$ cat src/rtl/sub_pkg.sv
// rtl/sub_pkg.sv - shared types and constants for the subtractor result BCD stage
package sub_pkg;

    typedef logic [3:0] bcd_digit_t;

    typedef enum logic [1:0] {
        IDLE = 2'd0,
        CONV = 2'd1,
        DONE = 2'd2
    } state_t;

    localparam bcd_digit_t BCD_ADJ_THRESH = 4'd5;
    localparam bcd_digit_t BCD_ADJ_ADD    = 4'd3;

    function automatic longint pow10(input int d);
        longint r;
        r = 1;
        for (int i = 0; i < d; i++) begin
            r = r * 10;
        end
        return r;
    endfunction

endpackage

$ cat src/rtl/bcd_adjust.sv
// rtl/bcd_adjust.sv - double-dabble digit correction: add 3 when the digit is 5 or more
module bcd_adjust
    import sub_pkg::*;
(
    input  bcd_digit_t dig_i,
    output bcd_digit_t dig_o
);

    always_comb begin
        dig_o = dig_i;
        if (dig_i >= BCD_ADJ_THRESH) begin
            dig_o = dig_i + BCD_ADJ_ADD;
        end
    end

endmodule

$ cat src/rtl/sub_result_bcd.sv
// rtl/sub_result_bcd.sv - signed subtractor result to sign + packed BCD, one bit per clock
// Optional blank-digit output enabled by SUB_BCD_BLANK_EN.
module sub_result_bcd
    import sub_pkg::*;
#(
    parameter int N = 4,
    parameter int D = 2
) (
    input  logic           clk,
    input  logic           rst_n,
    input  logic           in_valid,
    output logic           in_ready,
    input  logic [N-1:0]   diff,
    input  logic           bout,
    output logic           out_valid,
    input  logic           out_ready,
    output logic           sign,
`ifdef SUB_BCD_BLANK_EN
    output logic [D-1:0]   blank,
`endif
    output logic [4*D-1:0] bcd
);

    localparam int CW = $clog2(N + 2);

    if (pow10(D) <= (longint'(1) << N)) begin : g_bad_digits
        $fatal(1, "sub_result_bcd: D digits cannot hold 2^N");
    end

    state_t         state_q, state_d;
    logic           sign_q, sign_d;
    logic [4*D-1:0] bcd_q, bcd_d;
    logic [N:0]     mag_q, mag_d;
    logic [CW-1:0]  cnt_q, cnt_d;
    logic [4*D-1:0] adj_bcd;
    logic [4*D-1:0] shift_bcd;
    logic [N:0]     shift_mag;
    logic           last_shift;

    for (genvar g = 0; g < D; g++) begin : g_adj
        bcd_adjust u_adj (
            .dig_i (bcd_q[4*g +: 4]),
            .dig_o (adj_bcd[4*g +: 4])
        );
    end

    assign {shift_bcd, shift_mag} = {adj_bcd, mag_q} << 1;
    assign last_shift = (cnt_q == CW'(N));

    always_comb begin
        state_d = state_q;
        sign_d  = sign_q;
        bcd_d   = bcd_q;
        mag_d   = mag_q;
        cnt_d   = cnt_q;
        unique case (state_q)
            IDLE: begin
                if (in_valid) begin
                    sign_d  = bout;
                    // Two's-complement negate; diff=0 with borrow yields 2^N in bit N.
                    mag_d   = bout ? ({1'b0, ~diff} + (N+1)'(1)) : {1'b0, diff};
                    bcd_d   = '0;
                    cnt_d   = '0;
                    state_d = CONV;
                end
            end
            CONV: begin
                bcd_d = shift_bcd;
                mag_d = shift_mag;
                cnt_d = cnt_q + CW'(1);
                if (last_shift) begin
                    state_d = DONE;
                end
            end
            DONE: begin
                if (out_ready) begin
                    state_d = IDLE;
                end
            end
            default: state_d = IDLE;
        endcase
    end

    always_ff @(posedge clk) begin
        if (!rst_n) begin
            state_q <= IDLE;
            sign_q  <= 1'b0;
            bcd_q   <= '0;
            mag_q   <= '0;
            cnt_q   <= '0;
        end else begin
            state_q <= state_d;
            sign_q  <= sign_d;
            bcd_q   <= bcd_d;
            mag_q   <= mag_d;
            cnt_q   <= cnt_d;
        end
    end

`ifdef SUB_BCD_BLANK_EN
    logic [D-1:0] blank_q, blank_d;
    logic [D-1:0] blank_calc;
    logic         upper_zero;

    // Leading-zero suppression: digit i blanks only if it and everything above it is zero.
    always_comb begin
        blank_calc = '0;
        upper_zero = 1'b1;
        for (int i = D - 1; i >= 1; i--) begin
            upper_zero    = upper_zero & (shift_bcd[4*i +: 4] == 4'd0);
            blank_calc[i] = upper_zero;
        end
    end

    always_comb begin
        blank_d = blank_q;
        if (state_q == CONV && last_shift) begin
            blank_d = blank_calc;
        end
    end

    always_ff @(posedge clk) begin
        if (!rst_n) begin
            blank_q <= '0;
        end else begin
            blank_q <= blank_d;
        end
    end

    assign blank = blank_q;
`endif

    assign in_ready  = (state_q == IDLE);
    assign out_valid = (state_q == DONE);
    assign sign      = sign_q;
    assign bcd       = bcd_q;

endmodule

$ cat config.mk
export PLATFORM = sky130hd
export DESIGN_NAME = sub_result_bcd
export DESIGN_NICKNAME = d
export VERILOG_FILES = /design/src/rtl/sub_pkg.sv /design/src/rtl/bcd_adjust.sv /design/src/rtl/sub_result_bcd.sv
export SDC_FILE = /design/constraint.sdc
export NUM_CORES = 1
export LEC_CHECK = 0
export BUFFER_PORTS_ARGS = -buffer_cell sky130_fd_sc_hd__buf_2
export CAP_MARGIN = 0
export CORE_MARGIN = 2
export CORE_UTILIZATION = 55
export CTS_BUF_LIST = sky130_fd_sc_hd__clkbuf_16
export DETAILED_ROUTE_END_ITERATION = 16
export PLACE_DENSITY = 0.88
export SLEW_MARGIN = 15
export SYNTH_ARGS = -nofsm -noshare
export SYNTH_HDL_FRONTEND = slang
export SYNTH_SLANG_ARGS = --single-unit
export TNS_END_PERCENT = 10
$ cat constraint.sdc
create_clock -name clk -period 3.6 [get_ports clk]
set_input_delay 0.72 -clock clk [delete_from_list [all_inputs] [get_ports clk]]
set_output_delay 0.72 -clock clk [all_outputs]
set_load 0.01 [all_outputs]
== Word-level counts from Yosys, hierarchy flattened ==
Index checks and enable logic that the tools add are counted.

* Bits in registers: 19
* Input port bits: 9
* Output and inout bits: 11
* Logic and storage cells: 36

* $add $sub $neg: 4
* Magnitude comparators: 2
* Equality and inequality tests: 6
* Mux-type cells: 13
* Bitwise operators: 1
* Reduce and logical (&&, ||, !) cells: 5

{| class="wikitable"
|+ Operators by type and width
! operator !! number
|-
| 8-bit case mux with 2 select lines || 1
|-
| 5-bit two-way mux || 2
|-
| 5-bit case mux with 2 select lines || 1
|-
| 4-bit by 3-bit >= comparator with 1-bit output, second input constant || 2
|-
| 8-bit two-way mux || 1
|-
| 2-bit two-way mux || 3
|-
| 3-bit two-way mux || 2
|-
| 2-bit case mux with 3 select lines || 1
|-
| 3-bit case mux with 2 select lines || 1
|-
| 4-bit by 1-bit adder with 5-bit output, second input constant || 1
|-
| 4-bit by 2-bit adder with 4-bit output, second input constant || 1
|-
| 4-bit two-way mux || 1
|-
| 2-bit != test, second input constant || 2
|-
| 4-bit NOT || 1
|-
| 2-bit AND reduction || 2
|-
| 3-bit by 1-bit adder with 3-bit output, second input constant || 1
|-
| 3-bit by 2-bit adder with 3-bit output, second input constant || 1
|-
| 3-bit equality test, second input constant || 1
|-
| 3-bit AND reduction || 1
|-
| 2-bit by 1-bit equality test with 1-bit output, second input constant || 1
|-
| 2-bit equality test, second input constant || 1
|-
| 2-bit logical NOT || 1
|-
| 2-bit by 1-bit != test with 1-bit output, second input constant || 1
|-
| 2-bit nonzero test || 1
|}

== Depth between registers and ports, before layout ==
Gate-level depths: netlist (run 1).

* Word-level depth: 5
* Depth in mapped cells: 6

== By module ==
From an unflattened synthesis (run 1), not the netlist that was laid out.

* Cells, all modules: 117
* Area total of the unflattened synthesis: 1,006.0 sq um

{| class="wikitable"
|+ Modules (own cells, without submodules)
! module !! times used !! cells an instance !! area an instance (sq um)
|-
| sub_result_bcd || 1 || 85 || 803.3
|-
| bcd_adjust || 2 || 16 || 101.3
|}

== Worst setup path after synthesis (run 1) ==
Ideal clock, no wire load.

* Path type: in2reg
* Start point: input diff[0]
* End point: register mag_q[2]
* Library setup time: 0.128 ns
* Arrival: 1.526 ns
* Path slack: 1.946 ns
* Stages: 6
* Cell sequence: inv_1 -> ha_1 -> nand2b_1 -> xnor2_1 -> a222oi_1 -> nor2_1

* Word-level cells in the longest chain between the ends: 5

{| class="wikitable"
|+ RTL lines
! item !! RTL line !! text
|-
| start: declaration || sub_result_bcd.sv:13 || <nowiki>input logic [N-1:0] diff,</nowiki>
|-
| 4-bit NOT || sub_result_bcd.sv:61 || <nowiki>mag_d = bout ? ({1'b0, ~diff} + (N+1)'(1)) : {1'b0, diff};</nowiki>
|-
| 4-bit by 1-bit adder with 5-bit output || sub_result_bcd.sv:61 ||
|-
| 5-bit two-way mux || sub_result_bcd.sv:61 ||
|-
| 5-bit two-way mux || sub_result_bcd.sv:58 || <nowiki>if (in_valid) begin</nowiki>
|-
| 5-bit case mux with 2 select lines || sub_result_bcd.sv:56 || <nowiki>unique case (state_q)</nowiki>
|-
| end signal: assignment || sub_result_bcd.sv:95 || <nowiki>mag_q <= mag_d;</nowiki>
|-
| end: declaration || sub_result_bcd.sv:33 || <nowiki>logic [N:0] mag_q, mag_d;</nowiki>
|}

No other way between the ends. The select of a mux whose other input is x is not followed.
A chain may end at the register's enable or synchronous reset.

== Worst setup path after layout (run 1) ==
* Start point: register bcd_q[1] (netlist: bcd[1])
* End point: register bcd_q[2] (netlist: bcd[2])

* Word-level cells in the longest chain between the ends: 3
* Elaborated cells between the ends (all ways): 4
* Classes of those cells: 1 x add/sub; 1 x order compare; 2 x mux

{| class="wikitable"
|+ RTL lines
! item !! RTL line !! text
|-
| start: declaration || sub_result_bcd.sv:32 || <nowiki>logic [4*D-1:0] bcd_q, bcd_d;</nowiki>
|-
| start signal: assignment || sub_result_bcd.sv:88 || <nowiki>bcd_q <= '0;</nowiki>
|-
| start signal: assignment || sub_result_bcd.sv:94 || <nowiki>bcd_q <= bcd_d;</nowiki>
|-
| 4-bit by 2-bit adder with 4-bit output / 4-bit by 3-bit >= comparator with 1-bit output (equally long branches) || bcd_adjust.sv:12, bcd_adjust.sv:11 ||
|-
| 4-bit two-way mux (*) || bcd_adjust.sv:11 || <nowiki>if (dig_i >= BCD_ADJ_THRESH) begin</nowiki>
|-
| 8-bit case mux with 2 select lines (*) || sub_result_bcd.sv:56 ||
|}

Mark *: on every way between the ends. The rest lies on a longest branch, timed or not.

==> out/results.tsv, run 1 <==
metric	value	unit
status	complete, no violations	
CTS Buf Count	3	
initial antenna violation count	0	
final period utilization	0.4777	
cell with the most instances after synthesis	dfxtp_1	
Clock Tree Buf Depth	2	
setup TNS	0	ps
initial DRC count	22	
overall routing resource usage	0.2318	
DR pass1 iterations	5	
# H-tree levels	1	
sum of buffers and inverters on the critical path	1	
Final Worst Setup Slack	1880	ps
sequential share of the synthesized area	0.3897	
largest net degree at the start of global routing	15	
crit path kind	flop to flop	
Logic pwr share	0.101	
dominant synthesized flop cell	dfxtp_1	
Leak	0.4860	nW
f_max	581.4	MHz
placed insts	146	
final setup fails	0	
max incr delay on CP	380	ps
global-route wire length before repair	3332	µm
Syn Inst Count	112	
share of layout cells above drive strength 1	0.2030	
grt ovf	0	
CTS tree	built	
detailed-route wire length per cell	13.84	µm
Peak supply drop	300.6	µV
Post-CTS Setup Bufs	0	
leading cell types by count after synthesis	dfxtp_1 (19), nand2_1 (14), a21oi_1 (10), inv_1 (10), nor2_1 (9)	
Worst Setup Start Kind	flop	
Max-slew headroom	0.6369	
final hold vios	0	
critical path's slowest cell	mux2_2	
Area contributors post-synth	dfxtp_1 (39%), ha_1 (9.0%), nand2_1 (5.4%)	
Worst Clk Skew	1.078	ps
final antenna-violating net count	0	
CP endpoint kind	flop	
PD cells	432.7	nW/µm²
EDFF count, synth	0	
final non-filler cell total	150	
Die Y	46.13	µm
Die Wd	46.13	µm
Avg Synthesized Cell Area	8.714	µm²
Seq cells post-synth	19	
maxcap violations	0	
worst hold slack	455.0	ps
row count	15	
DP HPWL	1561	µm
die area	2128	µm²
vias in the first global route	770	
Final #Nets	150	
sequential share of power	0.444	
synth unique cells	32	
CP delay by family, top	compound AO/OA/AOI/OAI gates	
CTS Hold Bufs	0	
Arr. time, crit path	1890	ps
Switch Pwr	116.3	µW
DP Worst Slack	1743	ps
Vias/cell	5.800	
CP Data Required Time	3770	ps
RD Place Congestion	0.7410	
fin area	1161	µm²
CTS clk-pin slew, worst paths	50	ps
Clock Sink Count	19	
Post-Syn Area	975.9	µm²
Worst R2R Setup Slack	1880	ps
worst path cell trace	inv_1 -> ha_1 -> nand2b_1 -> a21oi_1 -> mux2_2 -> o2bb2ai_1	
post-route minimum period	1720	ps
worst min-delay path class	flop to flop	
Slew Limit Fails	0	
root buffer cell	clkbuf_16	
DP Area	1081	µm²
Final Core Density	0.6874	
cts repair resizes	0	
async set-reset flop share out of synthesis	0	
sw frac	0.2314	
routed vias	870	
RSZ-0062 raised after global routing	false	
Antenna Diode Count	0	
port bufs	19	
Area growth syn-to-layout	18.97	%
Starting Density	0.5778	
area share of the largest cell type after synthesis	0.3897	
worst skew pair latency	250	ps
Fillers	139	
dominant cell type by area after synthesis	dfxtp_1	
core footprint	1689	µm²
Ys Warns	0	
total power	502.4	µW
DRC	0	
cell internal pwr	386.1	µW
final wirelength	2076	µm
clock network power share	0.455	
Slew @ Worst Pin	542.3	ps
I/O Pins	20	
syn nets	128	
crit path max fanout	4	
[worst paths after layout]
path / from / to / depth (start not counted)
max: bcd[1]$_SDFFE_PN0P_ / bcd[2]$_SDFFE_PN0P_ / 6
max reg2reg: bcd[1]$_SDFFE_PN0P_ / bcd[2]$_SDFFE_PN0P_ / 6
min reg2reg: sign$_SDFFE_PN0P_ / sign$_SDFFE_PN0P_ / 2
min: sign$_SDFFE_PN0P_ / sign$_SDFFE_PN0P_ / 2
[worst register-to-register path: cells and delay by family, from the launching register on]
family / cells / cell delay, ps
AO/OA/AOI/OAI: 2 / 460
multiplexers: 1 / 380
flip-flops: 1 / 370
adder cells (fa/ha/maj): 1 / 190
AND/OR/NAND/NOR: 1 / 140
buffers and inverters: 1 / 100
[cell type report]
class                   count  area (µm²)  area share
clock inverters             1       5.005    0.004310
repair buffers             19       95.09     0.08190
flip-flops and latches     19       380.4      0.3276
clock buffers               3       75.07     0.06466
inverters                  10       37.54     0.03233
multi-input cells          81       546.8      0.4709
well taps                  17       21.27     0.01832
[cell usage in the layout (no fill, tap or decap), types with 2 or more instances in the layout]
cell       count
dfxtp_1       19
buf_2         19
nand2_1       14
inv_1         10
a21oi_1       10
nor2_1         9
ha_1           7
nand2b_1       4
xnor2_1        4
o21ai_1        4
nand3_1        4
a222oi_1       3
clkbuf_16      3
o21ai_0        2
nor3_1         2
o2bb2ai_1      2
[registers in the layout, indices dropped and copies added (netlist names)]
name and flops:
bcd 8, mag_q 5, state_q 2, cnt_q 3, sign 1
[logic make-up after synthesis]
logic type | share of synthesized area
DFF | 0.3897
AOI/OAI and AO/OA | 0.2103
xor gates and xnor gates | 0.04487
and+or+nand+nor | 0.1923
muxes | 0.02308
buffers and inverters | 0.05000
adders and majority gates | 0.08974
[routing by layer]
| metal | global-route usage | share of wire | up-vias |
|---|---|---|---|
| li1 | - | - | 432 |
| met1 | 0.2324 | 0.41 | 414 |
| met2 | 0.4222 | 0.52 | 20 |
| met3 | 0.08235 | 0.044 | 4 |
| met4 | 0.1029 | 0.018 | 0 |
| met5 | 0 | 0 | - |
[power groups by stage]
stage | Combinational (mW) | Sequential, mW | Clock, mW
after global routing | 0.0563 | 0.224 | 0.239
after detailed placement | 0.0509 | 0.227 | 0
final | 0.0510 | 0.223 | 0.228
after CTS | 0.0514 | 0.223 | 0.230
after floorplan | 0.0343 | 0.226 | 0
after global placement | 0.0486 | 0.227 | 0
Note: power is estimated with default switching activity, not from simulation.
==> inputs of run 2 (changes only) <==
--- a/config.mk
+++ b/config.mk
@@ -8,10 +8,10 @@
 export BUFFER_PORTS_ARGS = -buffer_cell sky130_fd_sc_hd__buf_2
 export CAP_MARGIN = 0
 export CORE_MARGIN = 2
-export CORE_UTILIZATION = 55
+export CORE_UTILIZATION = 47
 export CTS_BUF_LIST = sky130_fd_sc_hd__clkbuf_16
 export DETAILED_ROUTE_END_ITERATION = 16
-export PLACE_DENSITY = 0.88
+export PLACE_DENSITY = 0.81
 export SLEW_MARGIN = 15
 export SYNTH_ARGS = -nofsm -noshare
 export SYNTH_HDL_FRONTEND = slang
==> constraint.sdc (replaced) <==
create_clock -name clk -period 1.4 [get_ports clk]
set_input_delay 0.28 -clock clk [delete_from_list [all_inputs] [get_ports clk]]
set_output_delay 0.28 -clock clk [all_outputs]
set_load 0.01 [all_outputs]
==> out/results.tsv, run 2 (same netlist as run 1, synthesis figures left out) <==
metric	value	unit	change
status	complete, no violations		
placed insts	161		+10%
post-route minimum period	1394	ps	-325.8 ps
commonest non-fill, non-tap cells in the layout	buf_2 (19), dfxtp_1 (15), nand2_1 (14)		
HP Start	bout		
Slew Limit Fails	0		unchanged
final hold vios	0		unchanged
routed length on met2	1290	µm	+18%
met3 routed WL	133	µm	+46%
CP Data Required Time	1580	ps	-2190 ps
DP Area	1154	µm²	+6.7%
Area growth syn-to-layout	33.21	%	
die area	2457	µm²	+15%
Hold Crit Depth	3		+1
Peak supply drop	1056	µV	+250%
final antenna-violating net count	0		unchanged
initial DRC count	26		+18%
worst hold slack	336.9	ps	-118.1 ps
grt ovf	0		unchanged
row count	16		+1
DR pass1 iterations	4		-1
share of layout cells above drive strength 1	0.3546		+0.1516
M1 WL	846	µm	-1.3%
max FFs per register	8		unchanged
Max-slew headroom	0.7194		+0.08254
CTS tree	built		
Slew @ Worst Pin	420.4	ps	-121.9 ps
worst skew pair latency	250	ps	about the same
# H-tree levels	1		unchanged
root buffer cell	clkbuf_16		
Starting Density	0.4974		-0.08033
Antenna Diode Count	0		unchanged
Worst Clk Skew	1.197	ps	+0.1190 ps
overall routing resource usage	0.1935		-0.03834
FF-to-FF Start	bcd[5]$_SDFFE_PN0P_		
global-route wire length before repair	3657	µm	+9.8%
CTS clk-pin slew, worst paths	50	ps	about the same
Vias/cell	5.429		-6.4%
R2R depth	6		unchanged
Worst Setup Start Kind	flop		
top layer in use	met4		
CTS Hold Bufs	0		unchanged
Clock Tree Buf Depth	2		unchanged
port bufs	19		unchanged
worst reg2reg path endpoint	bcd[6]$_SDFFE_PN0P_		
f_max	717.3	MHz	+23%
PD cells	1005	nW/µm²	+130%
RSZ-0062 raised after global routing	true		
commonest non-fill, non-tap cell in the layout	buf_2		
CP endpoint kind	flop		
initial antenna violation count	0		unchanged
maxcap violations	0		unchanged
hold path endpoint	sign$_SDFFE_PN0P_		
final setup fails	0		unchanged
CTS Buf Count	3		unchanged
RD Place Congestion	0.7573		+2.2%
detailed-route wire length per cell	13.71	µm	-0.91%
DP HPWL	1642	µm	+5.2%
fin area	1300	µm²	+12%
crit path kind	flop to flop		
worst min-delay path class	input port to flop		
final non-filler cell total	168		+12%
Arr. time, crit path	1580	ps	-310 ps
core footprint	1962	µm²	+16%
Die Y	49.57	µm	+7.5%
vias in the first global route	900		+17%
largest net degree at the start of global routing	15		unchanged
Leak	0.5537	nW	+14%
Die Wd	49.57	µm	+7.5%
final wirelength	2304	µm	+11%
Final #Nets	158		+5.3%
setup TNS	0	ps	unchanged
Final Core Density	0.6626		-0.02478
Clock Sink Count	19		unchanged
routed vias	912		+4.8%
final period utilization	0.9958		+0.5181
Worst R2R Setup Slack	6	ps	-1870 ps
DRC	0		unchanged
crit path max fanout	3		-1
I/O Pins	20		unchanged
run 2: changes by cell type in the layout (fill, tap and decap cells not counted), sizes merged:
cell | before | now
buf | 19 | 27
run 2: power breakdown:
| part | internal, mW | switching, mW | total [mW] |
|---|---|---|---|
| clock network | 0.383 | 0.197 | 0.580 |
| registers | 0.560 | 0.0139 | 0.574 |
| logic | 0.0669 | 0.0856 | 0.152 |
| total | 1.01 | 0.297 | 1.31 |
run 2: area by class of cell:
cell class | instances | area, µm²
clock inverter | 1 | 5.005
tap | 27 | 33.78
timing repair buffer | 27 | 167.7
inverter | 10 | 37.54
fill | 161 | 661.9
sequential | 19 | 385.4
multi-input combinational | 81 | 595.6
clock buffer | 3 | 75.07
run 2: repair_timing:
| item | CTS | global route |
|---|---|---|
| gates resized for setup | 5 | 8 |
| setup buffers | 2 | 1 |
| pin swaps | 2 | 2 |
| setup endpoints to repair | 3 | 4 |
run 2: metrics by stage:
stage	setup WS [ps]	power, mW
final	5.892	1.306
after global routing	-25.58	1.355
after global placement	22.71	0.7274
after floorplan	-15.41	0.6706
after CTS	-2.196	1.310
after detailed placement	-39.13	0.7339
run 2: worst max-delay path by stage:
stage	startpoint	to	slack (ps)	cells past startpoint
after floorplan	bcd[1]$_SDFFE_PN0P_	bcd[2]$_SDFFE_PN0P_	-20	6
after detailed placement	bcd[1]$_SDFFE_PN0P_	bcd[2]$_SDFFE_PN0P_	-40	6
after CTS	bcd[1]$_SDFFE_PN0P_	bcd[2]$_SDFFE_PN0P_	-2	6
after global routing	bcd[5]$_SDFFE_PN0P_	bcd[6]$_SDFFE_PN0P_	-30	6
after global placement	bcd[5]$_SDFFE_PN0P_	bcd[6]$_SDFFE_PN0P_	20	6
final	bcd[5]$_SDFFE_PN0P_	bcd[6]$_SDFFE_PN0P_	6	6
run 2: layer usage:
| layer | up-vias | GRT usage |
|---|---|---|
| met1 | 433 | 0.1932 |
| met3 | 5 | 0.04848 |
| met4 | 0 | 0.07407 |
| met2 | 26 | 0.3756 |
| met5 | - | 0 |
| li1 | 448 | - |
run 2: worst max-delay path, stage by stage (launching register included):
cell and delay (ps):
dfxtp_2 320, inv_1 100, ha_2 240, nand2b_4 60, a21oi_2 170, mux2_4 310
o21ai_1 120
==> inputs of run 3 (changes only) <==
--- a/config.mk
+++ b/config.mk
@@ -11,7 +11,7 @@
 export CORE_UTILIZATION = 47
 export CTS_BUF_LIST = sky130_fd_sc_hd__clkbuf_16
 export DETAILED_ROUTE_END_ITERATION = 16
-export PLACE_DENSITY = 0.81
+export PLACE_DENSITY = 0.83
 export SLEW_MARGIN = 15
 export SYNTH_ARGS = -nofsm -noshare
 export SYNTH_HDL_FRONTEND = slang
==> constraint.sdc (replaced) <==
create_clock -name clk -period 1.4 [get_ports clk]
set_input_delay 0.28 -clock clk [delete_from_list [all_inputs] [get_ports clk]]
set_output_delay 0.28 -clock clk [all_outputs]
set_load 0.02 [all_outputs]
==> out/results.tsv, run 3 (same netlist as run 1, synthesis figures left out) <==
metric	value	unit	change
sw frac	0.2360		+0.008871
CTS clk-pin slew, worst paths	60	ps	about the same
DR pass1 iterations	5		+1
Worst Clk Skew	4.962	ps	+3.765 ps
final period utilization	0.9751		-0.02072
crit path max fanout	3		unchanged
Starting Density	0.4974		unchanged
Fillers	156		-3.1%
cell internal pwr	1.002	mW	-0.77%
share of layout cells above drive strength 1	0.3803		+0.02567
crit path kind	flop to flop		
Final Core Density	0.6773		+0.01467
RSZ-0062 raised after global routing	true		
root buffer cell	clkbuf_16		
worst min-delay path class	input port to flop		
worst skew pair latency	250	ps	about the same
detailed-route wire length per cell	13.32	µm	-2.9%
worst path cell trace	inv_4 -> ha_4 -> nand2b_4 -> a21oi_4 -> mux2_4 -> o21ai_2		
I/O Pins	20		unchanged
DP HPWL	1550	µm	-5.6%
status	complete, no violations		
Crit. path cell count	6		unchanged
Die Y	49.57	µm	unchanged
Leak	0.5613	nW	+1.4%
clock network power share	0.450		+0.006
grt ovf	0		unchanged
Slew @ Worst Pin	426.5	ps	+6.033 ps
commonest non-fill, non-tap cells in the layout	buf_2 (19), dfxtp_1 (15), nand2_1 (14)		
initial DRC count	49		+88%
DRC	0		unchanged
CP endpoint kind	flop		
maxcap violations	0		unchanged
CTS tree	built		
max FFs per register	8		unchanged
RD Place Congestion	0.7691		+1.6%
die area	2457	µm²	unchanged
Antenna Diode Count	0		unchanged
Hold Crit Depth	4		+1
sequential share of power	0.434		-0.005
max incr delay on CP	360	ps	+40 ps
Logic pwr share	0.116		about the same
Arr. time, crit path	1550	ps	-30 ps
# H-tree levels	1		unchanged
Final Worst Setup Slack	34.89	ps	+29.00 ps
Clock Sink Count	19		unchanged
post-route minimum period	1365	ps	-29.00 ps
Die Wd	49.57	µm	unchanged
Final #Nets	159		+0.63%
Vias/cell	5.426		about the same
CP delay by family, top	flip-flops		
Slew Limit Fails	0		unchanged
Max-slew headroom	0.7154		-0.004026
R2R depth	6		unchanged
port bufs	19		unchanged
global-route wire length before repair	3712	µm	+1.5%
f_max	732.5	MHz	+2.1%
CTS Buf Count	3		unchanged
PD cells	986.6	nW/µm²	-1.8%
final wirelength	2251	µm	-2.3%
routed vias	917		+0.55%
Worst Setup Start Kind	flop		
critical path's slowest cell	dfxtp_4		
initial antenna violation count	0		unchanged
vias in the first global route	828		-8.0%
Peak supply drop	762.9	µV	-28%
largest net degree at the start of global routing	15		unchanged
DP Worst Slack	-39.74	ps	-0.6076 ps
core footprint	1962	µm²	unchanged
Clock Tree Buf Depth	2		unchanged
final hold vios	0		unchanged
Area growth syn-to-layout	36.15	%	
CP Data Required Time	1590	ps	about the same
sum of buffers and inverters on the critical path	1		unchanged
final setup fails	0		unchanged
commonest non-fill, non-tap cell in the layout	buf_2		
Switch Pwr	309.3	µW	+4.3%
CTS Hold Bufs	0		unchanged
final antenna-violating net count	0		unchanged
row count	16		unchanged
overall routing resource usage	0.1931		-0.0003700
[run 3: cell types whose count changed in the layout (fill, tap and decap cells not counted), moves of 2 or more]
cell	before	now
ha_4	0	2
dfxtp_4	0	2
dfxtp_2	4	2
buf_4	7	9
[run 3: final timing paths]
kind	startpoint	endpoint	slack, ps
max	bcd[5]$_SDFFE_PN0P_	bcd[6]$_SDFFE_PN0P_	30
max reg2reg	bcd[5]$_SDFFE_PN0P_	bcd[6]$_SDFFE_PN0P_	30
min reg2reg	mag_q[4]$_SDFFE_PN0P_	bcd[0]$_SDFFE_PN0P_	450
min	out_ready	state_q[1]$_SDFFE_PN0P_	330
[run 3: area by class of cell]
class / count / area, µm² / share of cell area
inverters: 10 / 40.04 / 0.03013
clock buffers: 3 / 75.07 / 0.05650
multi-input cells: 81 / 621.8 / 0.4680
clock inverters: 1 / 5.005 / 0.003766
repair buffers: 28 / 162.7 / 0.1224
flip-flops and latches: 19 / 390.4 / 0.2938
well taps: 27 / 33.78 / 0.02542
[run 3: power groups by stage]
stage / clock (mW) / combinational [mW] / sequential (mW)
2_1_floorplan: 0 / 0.0902 / 0.580
3_3_place_gp: 0 / 0.144 / 0.580
3_5_place_dp: 0 / 0.148 / 0.581
4_1_cts: 0.590 / 0.152 / 0.569
5_1_grt: 0.620 / 0.169 / 0.572
6_report: 0.589 / 0.152 / 0.569
[run 3: per-stage QoR]
step / TNS [ps] / cell area, µm² / instances / hold slack, ps / power (mW)
global route: -14.89 / 1329 / 169 / 355.3 / 1.361
CTS: 0 / 1264 / 167 / 324.7 / 1.311
detailed placement: -46.54 / 1160 / 162 / 439.1 / 0.7282
floorplan: -8.630 / 997.2 / 112 / 416.0 / 0.6703
global placement: 0 / 1160 / 162 / 434.4 / 0.7232
finish: 0 / 1329 / 169 / 325.4 / 1.311
[run 3: what timing repair did]
action,in CTS,in global routing
setup endpoints to repair,2,4
setup buffers,1,2
pin swaps,2,4
gates resized for setup,6,10
[run 3: per-layer routing]
layer / share of wire / vias up / wire length, µm / track usage
li1: - / 452 / - / -
met1: 0.42 / 439 / 947 / 0.2241
met2: 0.54 / 24 / 1213 / 0.3556
met3: 0.033 / 2 / 75 / 0.03636
met4: 0.0058 / 0 / 13 / 0.05556
met5: 0 / - / 0 / 0
[run 3: worst reg2reg max path, delay by kind of cell (launching register included)]
family | cells | cell delay, ps
and+or+nand+nor | 1 | 140
AOI/OAI and AO/OA | 2 | 290
adders and majority gates | 1 | 140
buffers and inverters | 1 | 50
muxes | 1 | 320
DFF | 1 | 360
